$ cat src/rtl/fir_regbus_arbiter.sv
// Single-port arbiter sharing the FIR coefficient/config memory between host
// register accesses and engine coefficient fetches, with a host write-protected top region.
module fir_regbus_arbiter #(
  parameter int AW        = 6,
  parameter int DW        = 16,
  parameter int RO_BASE   = 48,
  parameter int HOST_PRIO = 0
) (
  input  logic          clk,
  input  logic          rst,
  input  logic          h_req,
  input  logic          h_wr,
  input  logic [AW-1:0] h_addr,
  input  logic [DW-1:0] h_wdata,
  output logic          h_gnt,
  output logic          h_rvalid,
  output logic [DW-1:0] h_rdata,
  output logic          h_err,
  input  logic          e_req,
  input  logic [AW-1:0] e_addr,
  output logic          e_gnt,
  output logic          e_rvalid,
  output logic [DW-1:0] e_rdata,
  output logic          mem_en,
  output logic          mem_wr,
  output logic [AW-1:0] mem_addr,
  output logic [DW-1:0] mem_wdata,
  input  logic [DW-1:0] mem_rdata
);

  localparam logic [AW:0] RO_LIM = RO_BASE[AW:0];

  logic h_elig;
  logic e_elig;
  logic h_win;
  logic e_win;
  logic h_ro;
  logic last_host;
  logic rd_pend;
  logic rd_host;

  // A requester whose grant is pulsing this cycle is still changing its request.
  assign h_elig = h_req & ~h_gnt;
  assign e_elig = e_req & ~e_gnt;
  assign h_ro   = h_wr & ({1'b0, h_addr} >= RO_LIM);

  // NOTE: every signal written in always_comb gets a default first so no latch is inferred.
  always_comb begin
    h_win = 1'b0;
    e_win = 1'b0;
    if (h_elig && e_elig) begin
      if (HOST_PRIO != 0 || !last_host) h_win = 1'b1;
      else                              e_win = 1'b1;
    end else begin
      h_win = h_elig;
      e_win = e_elig;
    end
  end

  // NOTE: sequential state uses non-blocking assignments so every flop samples pre-edge values.
  always_ff @(posedge clk) begin
    if (rst) begin
      h_gnt     <= 1'b0;
      e_gnt     <= 1'b0;
      h_err     <= 1'b0;
      mem_en    <= 1'b0;
      mem_wr    <= 1'b0;
      mem_addr  <= '0;
      mem_wdata <= '0;
      last_host <= 1'b1;
    end else begin
      h_gnt  <= h_win;
      e_gnt  <= e_win;
      h_err  <= h_win & h_ro;
      mem_en <= (h_win & ~h_ro) | e_win;
      mem_wr <= h_win & h_wr & ~h_ro;
      if (h_win) begin
        mem_addr  <= h_addr;
        mem_wdata <= h_wdata;
      end else if (e_win) begin
        mem_addr  <= e_addr;
      end
      if (h_win || e_win) last_host <= h_win;
    end
  end

  // Owner tag follows each read command so the returning word reaches its issuer.
  always_ff @(posedge clk) begin
    if (rst) begin
      rd_pend  <= 1'b0;
      rd_host  <= 1'b0;
      h_rvalid <= 1'b0;
      e_rvalid <= 1'b0;
      h_rdata  <= '0;
      e_rdata  <= '0;
    end else begin
      rd_pend  <= mem_en & ~mem_wr;
      rd_host  <= h_gnt;
      h_rvalid <= rd_pend & rd_host;
      e_rvalid <= rd_pend & ~rd_host;
      if (rd_pend && rd_host)  h_rdata <= mem_rdata;
      if (rd_pend && !rd_host) e_rdata <= mem_rdata;
    end
  end

endmodule

$ cat config.mk
export PLATFORM = sky130hd
export DESIGN_NAME = fir_regbus_arbiter
export DESIGN_NICKNAME = d
export VERILOG_FILES = /design/src/rtl/fir_regbus_arbiter.sv
export SDC_FILE = /design/constraint.sdc
export NUM_CORES = 1
export LEC_CHECK = 0
export CORE_MARGIN = 5
export CORE_UTILIZATION = 40
export CTS_CLUSTER_DIAMETER = 30
export DETAILED_ROUTE_END_ITERATION = 8
export GPL_ROUTABILITY_DRIVEN = 0
export PLACE_DENSITY = 0.79
export RECOVER_POWER = 25
export SLEW_MARGIN = 10
export SYNTH_ARGS = -nofsm -noshare
export SYNTH_HDL_FRONTEND = slang
export SYNTH_SLANG_ARGS = --single-unit
export TNS_END_PERCENT = 30
$ cat constraint.sdc
create_clock -name clk -period 1.2 [get_ports clk]
set_input_delay 0.24 -clock clk [delete_from_list [all_inputs] [get_ports clk]]
set_output_delay 0.24 -clock clk [all_outputs]
set_load 0.01 [all_outputs]
Word level (Yosys, flattened, before mapping)

Index checks and enable logic that the tools add are counted.
W data, S select, Z words.

Logic and storage cells: 43
Output and inout port bits: 61
Register bits after elaboration: 64
Input port bits: 49

Reduce and logical (&&, ||, !) cells: 6
Bitwise logic cells: 16
Mux-type cells: 6
Magnitude comparators: 1

Operators by type and width:

| kind                 | number |
|---|---|
| $mux W6              | 2 |
| $and A1 B1 Y1        | 10 |
| $ge A6 B6 Y1 const B | 1 |
| $not A1 Y1           | 5 |
| $mux W1              | 4 |
| $logic_and A1 B1 Y1  | 3 |
| $reduce_bool A2 Y1   | 1 |
| $logic_not A1 Y1     | 1 |
| $logic_or A1 B1 Y1   | 1 |
| $or A1 B1 Y1         | 1 |

Logic depth before layout (Yosys ltp)

Depth in word-level cells: 6
Mapped depth: 5

Least setup slack after synthesis

No wires, ideal clock.

Kind: register to register
Start: reg h_gnt
End: reg mem_wdata[11]
Slack: 0.071 ns
Arrival: 1.059 ns
Period minus slack after synthesis: 1.129 ns
Setup time: 0.070 ns
Stages on the path, launching flop included: 5
Buffers on the path: 1
Cell sequence: dfxtp_1 nand2b_1 clkbuf_1 o21ai_0 a21oi_1

Word-level cells in the longest chain between the ends: 4

Ends and longest elaborated chain:

| element                | RTL line | text |
|---|---|---|
| from (decl)            | 15       | `output logic h_gnt,` |
| from (signal assigned) | 72       | `h_gnt <= h_win;` |
| $not A1 Y1 *           | 43       | `assign h_elig = h_req & ~h_gnt;` |
| $and A1 B1 Y1 *        | 43       |  |
| $logic_and A1 B1 Y1    | 51       | `if (h_elig && e_elig) begin` |
| $mux W1 *              | 51       |  |
| to (signal assigned)   | 79       | `mem_wdata <= h_wdata;` |
| to (decl)              | 27       | `output logic [DW-1:0] mem_wdata,` |

Mark *: on every way between the ends. The rest lies on a longest branch, timed or not.
A chain may end at the register's enable or synchronous reset.

Worst setup path in the final report

Start: reg e_gnt
End: reg mem_wdata[3]

Word-level cells in the longest chain between the ends: 4

Ends and longest elaborated chain:

| element                | RTL line | text |
|---|---|---|
| from (decl)            | 21       | `output logic e_gnt,` |
| from (signal assigned) | 73       | `e_gnt <= e_win;` |
| $not A1 Y1             | 44       | `assign e_elig = e_req & ~e_gnt;` |
| $and A1 B1 Y1          | 44       |  |
| $logic_and A1 B1 Y1    | 51       |  |
| $mux W1                | 51       |  |

Every way passes these cells.

==> results by group <==
Detailed routing
  – Vias post-DR: approximately 2400
  – Via-per-instance ratio: a little over 5
  – Sum of met3 wire segment lengths after detailed routing: 745 um
  – Wire length on met1: roughly 2.9 mm
  – Final routed wire length divided by cell count: 14.7 um
  – DRT iter0 DRCs: ~110
  – Number of remaining DRC errors: 0
  – Routed Wire Length: between 7 and 8 mm
  – First drt pass iteration count: 5
  – Highest metal layer with signal wires: met4
  – Routed Antenna Nets: 0
  – Met2 WL: around 3.3 mm

Logic synthesis
  – Cell count after synthesis: ~280
  – Post-Syn Area per Cell: ~8.3 um2
  – Synthesized net count: 330
  – Number of unique standard cell types used by synthesis: 24
  – Cell area after technology mapping: 0.00232 mm2
  – Register area share after synthesis: 0.551
  – Synth warn: 0
  – Count of state elements after synthesis: between 60 and 70

Global routing
  – Number of global-route vias before repair: ~2300
  – Antenna violations before repair: 0
  – First-pass GRT wire length: between 10 and 15 mm
  – Largest net degree at the start of global routing: 37
  – Total GRT Usage: 0.183
  – Residual overflow from global routing: 0

Timing
  – Upper clock frequency limit: about 830 MHz
  – Max-slew violations: 0
  – Part of the cycle the worst path needs: 1.00
  – Hold Violations, Final: 0
  – Final-report setup violation count: 1
  – Worst rel slew slack: 0.753
  – Transition at the pin with the smallest max-transition slack: 0.371 ns
  – Clock tree skew after final layout: between 0.005 and 0.006 ns
  – Minimum clock period: 1.20 ns
  – Post-route worst setup slack: -0.00284 ns
  – Unrepaired setup endpoints after global routing: yes

Clock tree
  – Clock slew seen by the registers of the worst setup and hold paths: 0.07 ns
  – Number of clock buffers inserted by TritonCTS: 9
  – Setup fix buffers added after clock tree synthesis: 0
  – Clock tree from TritonCTS: built
  – Clock sinks: between 60 and 70
  – Buffer cell driving the clock tree root: clkbuf_8
  – Cts hold-fix bufs: 0
  – Maximum level of the CTS H-tree: 3
  – Clock latency reported for the late side of the worst-skew pair: between 0.3 and 0.4 ns
  – CTS max path bufs: 2

Placed design
  – Total half-perimeter wirelength after legalization and detailed placement: roughly 4.7 mm
  – Number of instances in the placed design: ~460
  – Number of port buffers: around 110
  – Total cell area at the placement stage: between 0.003 and 0.004 mm2
  – Placement Setup Slack: -0.369 ns

Critical path
  – Delay contributed by the slowest stage of the critical path: 0.36 ns
  – List of cells traversed by the critical path: and3b_4, buf_12, o21ai_0, a21oi_1
  – Worst EP required: around 1.5 ns
  – Critical-path top delay cell: dfxtp_4
  – Critical setup path kind: reg -> reg
  – Sort of element at the end of the critical path: register
  – Buf/Inv on CP: 1
  – Cell family with most CP delay: flip-flops
  – Kind of start point of the critical path: register
  – Arrival time of the worst setup path: about 1.5 ns
  – Maximum fanout along the worst path: 13

Layout
  – Most common cell after layout, fill and taps aside: nand2_1
  – Post-layout instance area: between 0.003 and 0.004 mm2
  – Area grow syn2layout: 62.4%
  – Share of final-layout standard cells stronger than drive strength 1: 0.151
  – Commonest cells after routing, fill and taps aside: nand2_1, dfxtp_1, a21oi_1
  – Antenna diodes: 0
  – Fill cell total of the finished layout: approximately 490
  – Final std cells w/o fill: roughly 480
  – Total Nets Final: 448

Status
  – Failing checks: setup timing
  – Result of the run: complete, but fails checks

Power
  – Static leakage power: about 0.0015 uW
  – Maximum vdd drop: roughly 0.00068 V
  – Power density normalized to cell area: between 1000 and 1500 mW/mm2

Floorplanning
  – Total core area: around 0.0056 mm2
  – Initial core utilization: 0.417
  – Die Wd: roughly 86 um
  – I/O pins: between 100 and 150
  – Area of the die: 0.00744 mm2
  – Chip height: 86.2 um
  – Row cnt: 27

Flow run
  – Max-Cap Viols: 0

Hold path
  – Worst hold-check path type: in -> reg
-- where the power goes --
| part | switching (uW) | internal [uW] | total (uW) |
|---|---|---|---|
| registers | 54.7 | 2220 | 2280 |
| clock network | 833 | 1070 | 1900 |
| logic | 356 | 412 | 767 |
| total | 1240 | 3700 | 4940 |
-- registers in the layout, indices dropped and copies added (netlist names) --
| register | count |
|---|---|
| mem_wr | 1 |
| e_gnt | 1 |
| h_gnt | 1 |
| mem_wdata | 16 |
| mem_en | 1 |
| last_host | 1 |
| e_rdata | 16 |
| mem_addr | 6 |
| h_rvalid | 1 |
| rd_pend | 1 |
| h_err | 1 |
| h_rdata | 16 |
| e_rvalid | 1 |
| rd_host | 1 |
-- stage by stage --
stage                     power [uW]  hold slack (ns)   util  setup TNS (ns)
final                           4940            0.298  0.677        -0.00284
after global routing            5170            0.305  0.677          -0.123
after CTS                       4940            0.280  0.674         -0.0108
after detailed placement        3120            0.419  0.647           -7.62
after global placement          3110            0.421  0.647           -6.39
after floorplan                 2630            0.376      -               0
-- cell usage after synthesis --
library cell / n / area, um2
nand2_1: 68 / 255
dfxtp_1: 64 / 1280
a21oi_1: 49 / 245
nand3_1: 17 / 85.1
o21ai_0: 15 / 75.1
nor3_1: 14 / 70.1
buf_2: 9 / 45.0
clkbuf_1: 9 / 33.8
a211oi_1: 6 / 45.0
nor4_1: 6 / 37.5
nand2b_1: 4 / 25.0
nor2_1: 4 / 15.0
nor2b_1: 4 / 25.0
clkbuf_2: 2 / 10.0
and2_1: 1 / 6.26
and3_1: 1 / 6.26
and3b_4: 1 / 12.5
buf_4: 1 / 7.51
buf_6: 1 / 11.3
inv_1: 1 / 3.75
nand3b_1: 1 / 7.51
nor3b_1: 1 / 7.51
o21ai_1: 1 / 5.00
o2bb2ai_1: 1 / 8.76
-- area by class of cell --
cell class                      instances  area [um2]  share of cell area
Sequential cell                        64        1290               0.341
Timing Repair Buffer                  128        1220               0.323
Multi-Input combinational cell        195         967               0.256
Clock buffer                           11         151              0.0401
Tap cell                               72        90.1              0.0239
Clock inverter                          5        55.1              0.0146
Inverter                                1        3.75            0.000994
-- timing repair --
item	4_1_cts	5_1_grt
gates resized for setup	75	67
setup endpoints to repair	63	70
hold endpoints to repair	0	0
pin swaps	1	6
cloned	0	2
-- worst paths after layout --
check               from            to  slack [ns]  cells past startpoint
setup / recovery   e_gnt  mem_wdata[3]      -0.003                      4
hold / removal       rst       rd_pend        0.30                      2
hold reg to reg   mem_wr       rd_pend        0.43                      1
setup reg to reg   e_gnt  mem_wdata[3]      -0.003                      4
-- kinds of logic after synthesis --
logic type / count (synthesis) / synth area share
simple gates: 122 / 0.238
compound gates: 72 / 0.163
buf+inv: 23 / 0.0479
flops: 64 / 0.551
-- worst reg2reg max path: stages, from the launching register on --
cell and delay (ns):
dfxtp_4 0.36, and3b_4 0.35, buf_12 0.14, o21ai_0 0.11, a21oi_1 0.18
-- per-layer routing --
layer  vias to the layer above  global-route usage
li1                       1205                   -
met1                      1109               0.222
met2                       120               0.298
met3                         8              0.0646
met4                         0              0.0708
met5                         -                   0
(Power assumes the default switching activity.)
